File: config.mk
export PLATFORM = sky130hd
export DESIGN_NAME = cpu_decoder_pipe
export DESIGN_NICKNAME = d
export VERILOG_FILES = /design/src/rtl/cpu_decoder_pkg.sv /design/src/rtl/cpu_decode_rom.sv /design/src/rtl/cpu_decoder_pipe.sv
export SDC_FILE = /design/constraint.sdc
export NUM_CORES = 1
export LEC_CHECK = 0
export BUFFER_PORTS_ARGS = -buffer_cell sky130_fd_sc_hd__buf_2
export CORE_UTILIZATION = 32
export DETAILED_ROUTE_END_ITERATION = 7
export HOLD_SLACK_MARGIN = 0.03
export PLACE_DENSITY = 0.66
export SETUP_SLACK_MARGIN = 0.5
export SLEW_MARGIN = 10
export SYNTH_ARGS = -nofsm -noshare
export SYNTH_HDL_FRONTEND = slang
export SYNTH_SLANG_ARGS = --single-unit
File: constraint.sdc
create_clock -name clk -period 1.53 [get_ports clk]
set_clock_uncertainty 0.05 [all_clocks]
set_input_delay 0.306 -clock clk [delete_from_list [all_inputs] [get_ports clk]]
set_output_delay 0.306 -clock clk [all_outputs]
set_load 0.05 [all_outputs]
File: src/rtl/cpu_decoder_pkg.sv
// cpu_decoder_pkg: shared opcode values, data-select encoding helpers and FSM state type
// for the pipelined instruction decoder.
package cpu_decoder_pkg;

  localparam logic [3:0] OP_ADD      = 4'h0;  // ADD r,Im
  localparam logic [3:0] OP_MOV_R_R0 = 4'h1;  // MOV r,R0
  localparam logic [3:0] OP_MOV_R0_R = 4'h2;  // MOV R0,r
  localparam logic [3:0] OP_IN       = 4'h3;  // IN r
  localparam logic [3:0] OP_MOV_R_IM = 4'h4;  // MOV r,Im
  localparam logic [3:0] OP_OUT_R    = 4'h5;  // OUT r
  localparam logic [3:0] OP_OUT_IM   = 4'h6;  // OUT Im
  localparam logic [3:0] OP_HALT     = 4'hC;
  localparam logic [3:0] OP_JNZ      = 4'hD;
  localparam logic [3:0] OP_JNC      = 4'hE;
  localparam logic [3:0] OP_JMP      = 4'hF;

  // ds codes above the register range: IN port, then the zero source (immediate only).
  function automatic int unsigned ds_in(int unsigned nreg);
    return nreg;
  endfunction

  function automatic int unsigned ds_zero(int unsigned nreg);
    return nreg + 1;
  endfunction

  typedef enum logic {StRun, StHalt} state_e;

endpackage

File: src/rtl/cpu_decode_rom.sv
// cpu_decode_rom: combinational decode table.
//   opcode, rfield, cflag, zflag  -> instruction fields and flags
//   ds, load_reg, load_out, load_pc -> data select and load enables
//   illegal                       -> unknown opcode or out-of-range register index
//   is_halt                       -> HALT instruction (produces no output word)
module cpu_decode_rom
  import cpu_decoder_pkg::*;
#(
  parameter  int unsigned NREG = 4,
  localparam int unsigned RW   = $clog2(NREG),
  localparam int unsigned SW   = RW + 1
) (
  input  logic [3:0]      opcode,
  input  logic [RW-1:0]   rfield,
  input  logic            cflag,
  input  logic            zflag,
  output logic [SW-1:0]   ds,
  output logic [NREG-1:0] load_reg,
  output logic            load_out,
  output logic            load_pc,
  output logic            illegal,
  output logic            is_halt
);

  localparam logic [SW-1:0] DsIn   = SW'(ds_in(NREG));
  localparam logic [SW-1:0] DsZero = SW'(ds_zero(NREG));

  logic            r_ok;
  logic            uses_reg;
  logic [SW-1:0]   r_ds;
  logic [NREG-1:0] r_hot;

  // Widen by one bit so the range check stays meaningful when NREG is a power of two.
  assign r_ok  = {1'b0, rfield} < (RW + 1)'(NREG);
  assign r_ds  = SW'(rfield);
  assign r_hot = NREG'(1) << rfield;

  always_comb begin
    ds       = '0;
    load_reg = '0;
    load_out = 1'b0;
    load_pc  = 1'b0;
    illegal  = 1'b0;
    is_halt  = 1'b0;
    uses_reg = 1'b0;
    case (opcode)
      OP_ADD:      begin uses_reg = 1'b1; ds = r_ds;  load_reg = r_hot;     end
      OP_MOV_R_R0: begin uses_reg = 1'b1; ds = '0;    load_reg = r_hot;     end
      OP_MOV_R0_R: begin uses_reg = 1'b1; ds = r_ds;  load_reg = NREG'(1);  end
      OP_IN:       begin uses_reg = 1'b1; ds = DsIn;  load_reg = r_hot;     end
      OP_MOV_R_IM: begin uses_reg = 1'b1; ds = DsZero; load_reg = r_hot;    end
      OP_OUT_R:    begin uses_reg = 1'b1; ds = r_ds;  load_out = 1'b1;      end
      OP_OUT_IM:   begin ds = DsZero; load_out = 1'b1;                      end
      OP_JNZ:      begin ds = DsZero; load_pc = ~zflag;                     end
      OP_JNC:      begin ds = DsZero; load_pc = ~cflag;                     end
      OP_JMP:      begin ds = DsZero; load_pc = 1'b1;                       end
      OP_HALT:     is_halt = 1'b1;
      default:     illegal = 1'b1;
    endcase
    // An out-of-range register index turns any register-using opcode into a bubble.
    if (uses_reg && !r_ok) begin
      ds       = '0;
      load_reg = '0;
      load_out = 1'b0;
      illegal  = 1'b1;
    end
  end

endmodule

File: src/rtl/cpu_decoder_pipe.sv
// cpu_decoder_pipe: pipelined instruction decoder with one registered output stage.
//   clk, rst                   rising-edge clock, synchronous active-high reset
//   in_valid/in_ready          fetch-side handshake; opcode, rfield, cflag, zflag with it
//   resume                     leaves HALT
//   out_valid/out_ready        execute-side handshake for the decoded word
//   ds, load_reg, load_out, load_pc, illegal   decoded word (all zero when out_valid=0)
//   halted                     FSM is in HALT
//   illegal_cnt                saturating count of accepted illegal instructions
module cpu_decoder_pipe
  import cpu_decoder_pkg::*;
#(
  parameter  int unsigned NREG  = 4,
  parameter  int unsigned CNT_W = 8,
  localparam int unsigned RW    = $clog2(NREG),
  localparam int unsigned SW    = RW + 1
) (
  input  logic             clk,
  input  logic             rst,
  input  logic             in_valid,
  output logic             in_ready,
  input  logic [3:0]       opcode,
  input  logic [RW-1:0]    rfield,
  input  logic             cflag,
  input  logic             zflag,
  input  logic             resume,
  output logic             out_valid,
  input  logic             out_ready,
  output logic [SW-1:0]    ds,
  output logic [NREG-1:0]  load_reg,
  output logic             load_out,
  output logic             load_pc,
  output logic             illegal,
  output logic             halted,
  output logic [CNT_W-1:0] illegal_cnt
);

  localparam logic [CNT_W-1:0] CntMax = '1;

  logic [SW-1:0]   dec_ds;
  logic [NREG-1:0] dec_load_reg;
  logic            dec_load_out, dec_load_pc, dec_illegal, dec_is_halt;

  cpu_decode_rom #(
    .NREG (NREG)
  ) u_rom (
    .opcode   (opcode),
    .rfield   (rfield),
    .cflag    (cflag),
    .zflag    (zflag),
    .ds       (dec_ds),
    .load_reg (dec_load_reg),
    .load_out (dec_load_out),
    .load_pc  (dec_load_pc),
    .illegal  (dec_illegal),
    .is_halt  (dec_is_halt)
  );

  state_e          state_q, state_d;
  logic            out_valid_q, out_valid_d;
  logic [SW-1:0]   ds_q, ds_d;
  logic [NREG-1:0] load_reg_q, load_reg_d;
  logic            load_out_q, load_out_d;
  logic            load_pc_q, load_pc_d;
  logic            illegal_q, illegal_d;
  logic [CNT_W-1:0] cnt_q, cnt_d;
  logic            accept;

  assign in_ready = (state_q == StRun) && (!out_valid_q || out_ready);
  assign accept   = in_valid && in_ready;

  always_comb begin
    state_d     = state_q;
    out_valid_d = out_valid_q;
    ds_d        = ds_q;
    load_reg_d  = load_reg_q;
    load_out_d  = load_out_q;
    load_pc_d   = load_pc_q;
    illegal_d   = illegal_q;
    cnt_d       = cnt_q;

    unique case (state_q)
      StRun:  if (accept && dec_is_halt) state_d = StHalt;
      StHalt: if (resume) state_d = StRun;
    endcase

    if (accept && !dec_is_halt) begin
      out_valid_d = 1'b1;
      ds_d        = dec_ds;
      load_reg_d  = dec_load_reg;
      load_out_d  = dec_load_out;
      load_pc_d   = dec_load_pc;
      illegal_d   = dec_illegal;
    end else if (accept || (out_valid_q && out_ready)) begin
      // Accepting HALT implies the old word is gone (in_ready), so it also empties the stage.
      out_valid_d = 1'b0;
      ds_d        = '0;
      load_reg_d  = '0;
      load_out_d  = 1'b0;
      load_pc_d   = 1'b0;
      illegal_d   = 1'b0;
    end

    if (accept && dec_illegal && (cnt_q != CntMax)) cnt_d = cnt_q + 1'b1;
  end

  always_ff @(posedge clk) begin
    if (rst) begin
      state_q     <= StRun;
      out_valid_q <= 1'b0;
      ds_q        <= '0;
      load_reg_q  <= '0;
      load_out_q  <= 1'b0;
      load_pc_q   <= 1'b0;
      illegal_q   <= 1'b0;
      cnt_q       <= '0;
    end else begin
      state_q     <= state_d;
      out_valid_q <= out_valid_d;
      ds_q        <= ds_d;
      load_reg_q  <= load_reg_d;
      load_out_q  <= load_out_d;
      load_pc_q   <= load_pc_d;
      illegal_q   <= illegal_d;
      cnt_q       <= cnt_d;
    end
  end

  assign out_valid   = out_valid_q;
  assign ds          = ds_q;
  assign load_reg    = load_reg_q;
  assign load_out    = load_out_q;
  assign load_pc     = load_pc_q;
  assign illegal     = illegal_q;
  assign halted      = (state_q == StHalt);
  assign illegal_cnt = cnt_q;

endmodule

==> run summary <==
- result of the run: completed
- post-route core utilization: 68.2%
- reg2reg end: illegal_cnt[6]$_SDFFE_PP0P_
- Post-DRT Antenna Nets: 0
- Synth Register Bits: 20
- proportion of synthesized chip area in sequential cells: 38.1%
- residual DRC count: 0
- Clk Latency, worst-skew pair: 0.31 ns
- cts bufs inserted: 3
- vias in the first global route: 1,167
- number of instances in the synthesized netlist: 128
- launching point of the worst reg2reg path: halted$_SDFF_PP0_
- CP startpoint kind: register
- total iterations of the first detailed-routing run: 4
- final net count: 212
- first-iteration detailed-routing DRC count: 30
- leakage power total: 0.797 nW
- areal power density over the cells: 624 nW/um2
- cell type contributing the most total cell area after synthesis: sky130_fd_sc_hd__dfxtp_1
- fraction of final layout cells with drive strength greater than 1: 68.0%
- synth warn: 0
- highest-delay cell along the critical path: sky130_fd_sc_hd__or4_1
- clock buffer depth: 2
- IR drop worst, VDD: 0.391 mV
- relative area change from synthesis to final layout: 99.9%
- hold slack final: 0.205 ns
- number of hold-repair buffers added at the cts stage: 0
- required time of the critical path: 1.72 ns
- top cells by area in the synthesized netlist: sky130_fd_sc_hd__dfxtp_1 (38%), sky130_fd_sc_hd__a21oi_1 (8.1%), sky130_fd_sc_hd__nand2_1 (4.3%)
- number of cells on the worst reg-to-reg path: 5
- total length of routed wires: 3930 um
- total count of max-transition violations in the final report: 0
- remaining global-route overflow: 0
- maximum number of pins on one net before global-route repair: 16
- count of pins on the block boundary: 34
- post-detailed-route wirelength per cell: 16.3 um
- count of filler cells inserted in the layout: 230
- achievable frequency: 0.654 GHz
- final worst setup slack: 0.000706 ns
- area of the multi-input gates: 826 um2
- minimum clock period after layout: 1.53 ns
- fraction of registers with async set or reset after synthesis: 0%
- count of input and output buffers: 33
- final RePlAce weighted congestion: 0.821
- worst slew margin relative to its limit: 75.0%
- path type of the worst min-delay path: input pin to register
- routed via count divided by cell count: 5.39
- Worst Path Arrival: 1.72 ns
- origin of the worst min-delay path: resume
- Critical Path Fanout Max: 6
- biggest cell delay along the critical path: 0.40 ns
- Final Hold Viols: 0
- number of synthesized flops with an enable pin: 0
- initial cell density of the core: 34.1%
- setup repair after global routing missed its margin: yes
- vias post-DR: 1,300
- number of stages on the worst hold path: 3
- setup slack of the most critical reg-to-reg path: 0.0007 ns
- full die area: 3510 um2
- area used by sequential logic in the layout: 450 um2
- antenna violations before repair: 0
- horizontal die dimension: 59.3 um
- flip-flop count of the largest register after layout: 8
- cells along the critical path: inv_2 > o2111ai_4 > buf_4 > or4_1 > a21oi_1
- area share of the largest cell type after synthesis: 38.1%
- Netlist cell types: 35
- average instance area after synthesis: 8.20 um2
- CTS tree: yes
- most used standard cell by instance count after synthesis: sky130_fd_sc_hd__dfxtp_1
- post-CTS clock slew at the launch and capture registers of the worst setup and hold paths: 0.12 ns
- sort of element at the end of the critical path: register
- deepest level of the CTS H-tree: 1
- global-route wire length before repair: 5190 um
- Vert. Die Dim: 59.3 um
- number of clock sinks: 20
- ant diodes: 0
- core area: 3080 um2
- row count: 20
- Setup violations, final: 0
- CTS Root Buffer Type: sky130_fd_sc_hd__clkbuf_4
- Critical Setup Path Class: register to register
- final worst-path cycle share: 100%
- max_cap viols: 0
- slew of the pin with the lowest slew margin: 0.375 ns
- commonest register cell after synthesis: sky130_fd_sc_hd__dfxtp_1
- DPL Wire Length: 2000 um
- worst setup timing slack at the placement stage: -0.230 ns
- most numerous cell types in the synthesized netlist: sky130_fd_sc_hd__dfxtp_1 (20), sky130_fd_sc_hd__a21oi_1 (17), sky130_fd_sc_hd__nand2_1 (12)
- Post-Syn Area: 1050 um2
- endpoint with the worst hold slack: halted$_SDFF_PP0_
- syn_nets: 142
- overall routing resource usage: 19.0%
-- worst max path at each step --
| stage | end | from | depth (start not counted) |
|---|---|---|---|
| after floorplan | illegal_cnt[5]$_SDFFE_PP0P_ | opcode[3] | 4 |
| after global placement | illegal_cnt[7]$_SDFFE_PP0P_ | opcode[3] | 6 |
| after detailed placement | illegal_cnt[3]$_SDFFE_PP0P_ | opcode[3] | 6 |
| after CTS | in_ready | halted$_SDFF_PP0_ | 3 |
| after global routing | illegal_cnt[3]$_SDFFE_PP0P_ | illegal_cnt[0]$_SDFFE_PP0P_ | 5 |
| final | illegal_cnt[6]$_SDFFE_PP0P_ | halted$_SDFF_PP0_ | 5 |
-- metrics by stage --
| stage | instance area [um2] | setup TNS [ns] | total power [W] | std cells |
|---|---|---|---|---|
| 2_1_floorplan | 1220 | 0 | 0.000704 | 128 |
| 3_3_place_gp | 1450 | -0.989 | 0.000761 | 209 |
| 3_5_place_dp | 1450 | -1.19 | 0.000767 | 209 |
| 4_1_cts | 1810 | 0 | 0.00125 | 224 |
| 5_1_grt | 2100 | -0.0876 | 0.00135 | 241 |
| 6_report | 2100 | 0 | 0.00131 | 241 |
-- worst max-delay path: cells and delay by family (launching register included) --
kind | cells | cell delay, ns
buffers and inverters | 2 | 0.30
AO/OA/AOI/OAI | 2 | 0.33
AND/OR/NAND/NOR | 1 | 0.40
flip-flops | 1 | 0.38
-- placed cells by master, fill, tap and decap left out, types with 3 or more instances in the layout --
master and instances:
sky130_fd_sc_hd__buf_4 23, sky130_fd_sc_hd__buf_8 20, sky130_fd_sc_hd__buf_6 14, sky130_fd_sc_hd__buf_2 13, sky130_fd_sc_hd__a21oi_2 11, sky130_fd_sc_hd__dfxtp_2 10, sky130_fd_sc_hd__dfxtp_4 10, sky130_fd_sc_hd__nand2_1 7
sky130_fd_sc_hd__a21oi_1 6, sky130_fd_sc_hd__nand2b_1 6, sky130_fd_sc_hd__nand2_2 5, sky130_fd_sc_hd__inv_1 4, sky130_fd_sc_hd__nor2_1 4, sky130_fd_sc_hd__nor2_4 3, sky130_fd_sc_hd__nor2b_1 3, sky130_fd_sc_hd__or4_1 3
sky130_fd_sc_hd__o21ai_0 3, sky130_fd_sc_hd__or3_1 3, sky130_fd_sc_hd__o31ai_1 3, sky130_fd_sc_hd__clkbuf_4 3
-- where the power goes --
part | internal (W) | total (W) | switching [W]
clock | 0.000265 | 0.000442 | 0.000177
combinational | 0.000154 | 0.000331 | 0.000177
sequential | 0.000521 | 0.000536 | 0.0000155
-- cell families after synthesis --
family                   share of synthesized area [%]
AO/OA/AOI/OAI                                     22.3
XOR/XNOR                                         0.834
adder cells (fa/ha/maj)                           1.19
buffers and inverters                             5.01
flip-flops                                        38.1
multiplexers                                      2.98
AND/OR/NAND/NOR                                   29.6
-- layout make-up --
| class | instances | share of cell area, % |
|---|---|---|
| multi-input cells | 98 | 39.4 |
| repair buffers | 70 | 33.2 |
| flip-flops and latches | 20 | 21.5 |
| well taps | 44 | 2.62 |
| clock inverters | 1 | 1.43 |
| clock buffers | 3 | 1.07 |
| inverters | 5 | 0.894 |
-- metal layers --
metal | part of all wire [%] | wire, um | up-vias | global-route usage (%)
li1 | - | - | 615 | -
met1 | 41 | 1610 | 622 | 23.9
met2 | 52 | 2030 | 54 | 33.5
met3 | 6.1 | 241 | 9 | 2.62
met4 | 1.2 | 49 | 0 | 5.44
met5 | 0 | 0 | - | 0
-- what timing repair did --
action	4_1_cts	5_1_grt
cloned	0	2
pin swaps	4	17
setup endpoints to repair	41	41
resized for setup	68	44
setup buffers	11	15
Power figures use the tool's default switching activity.
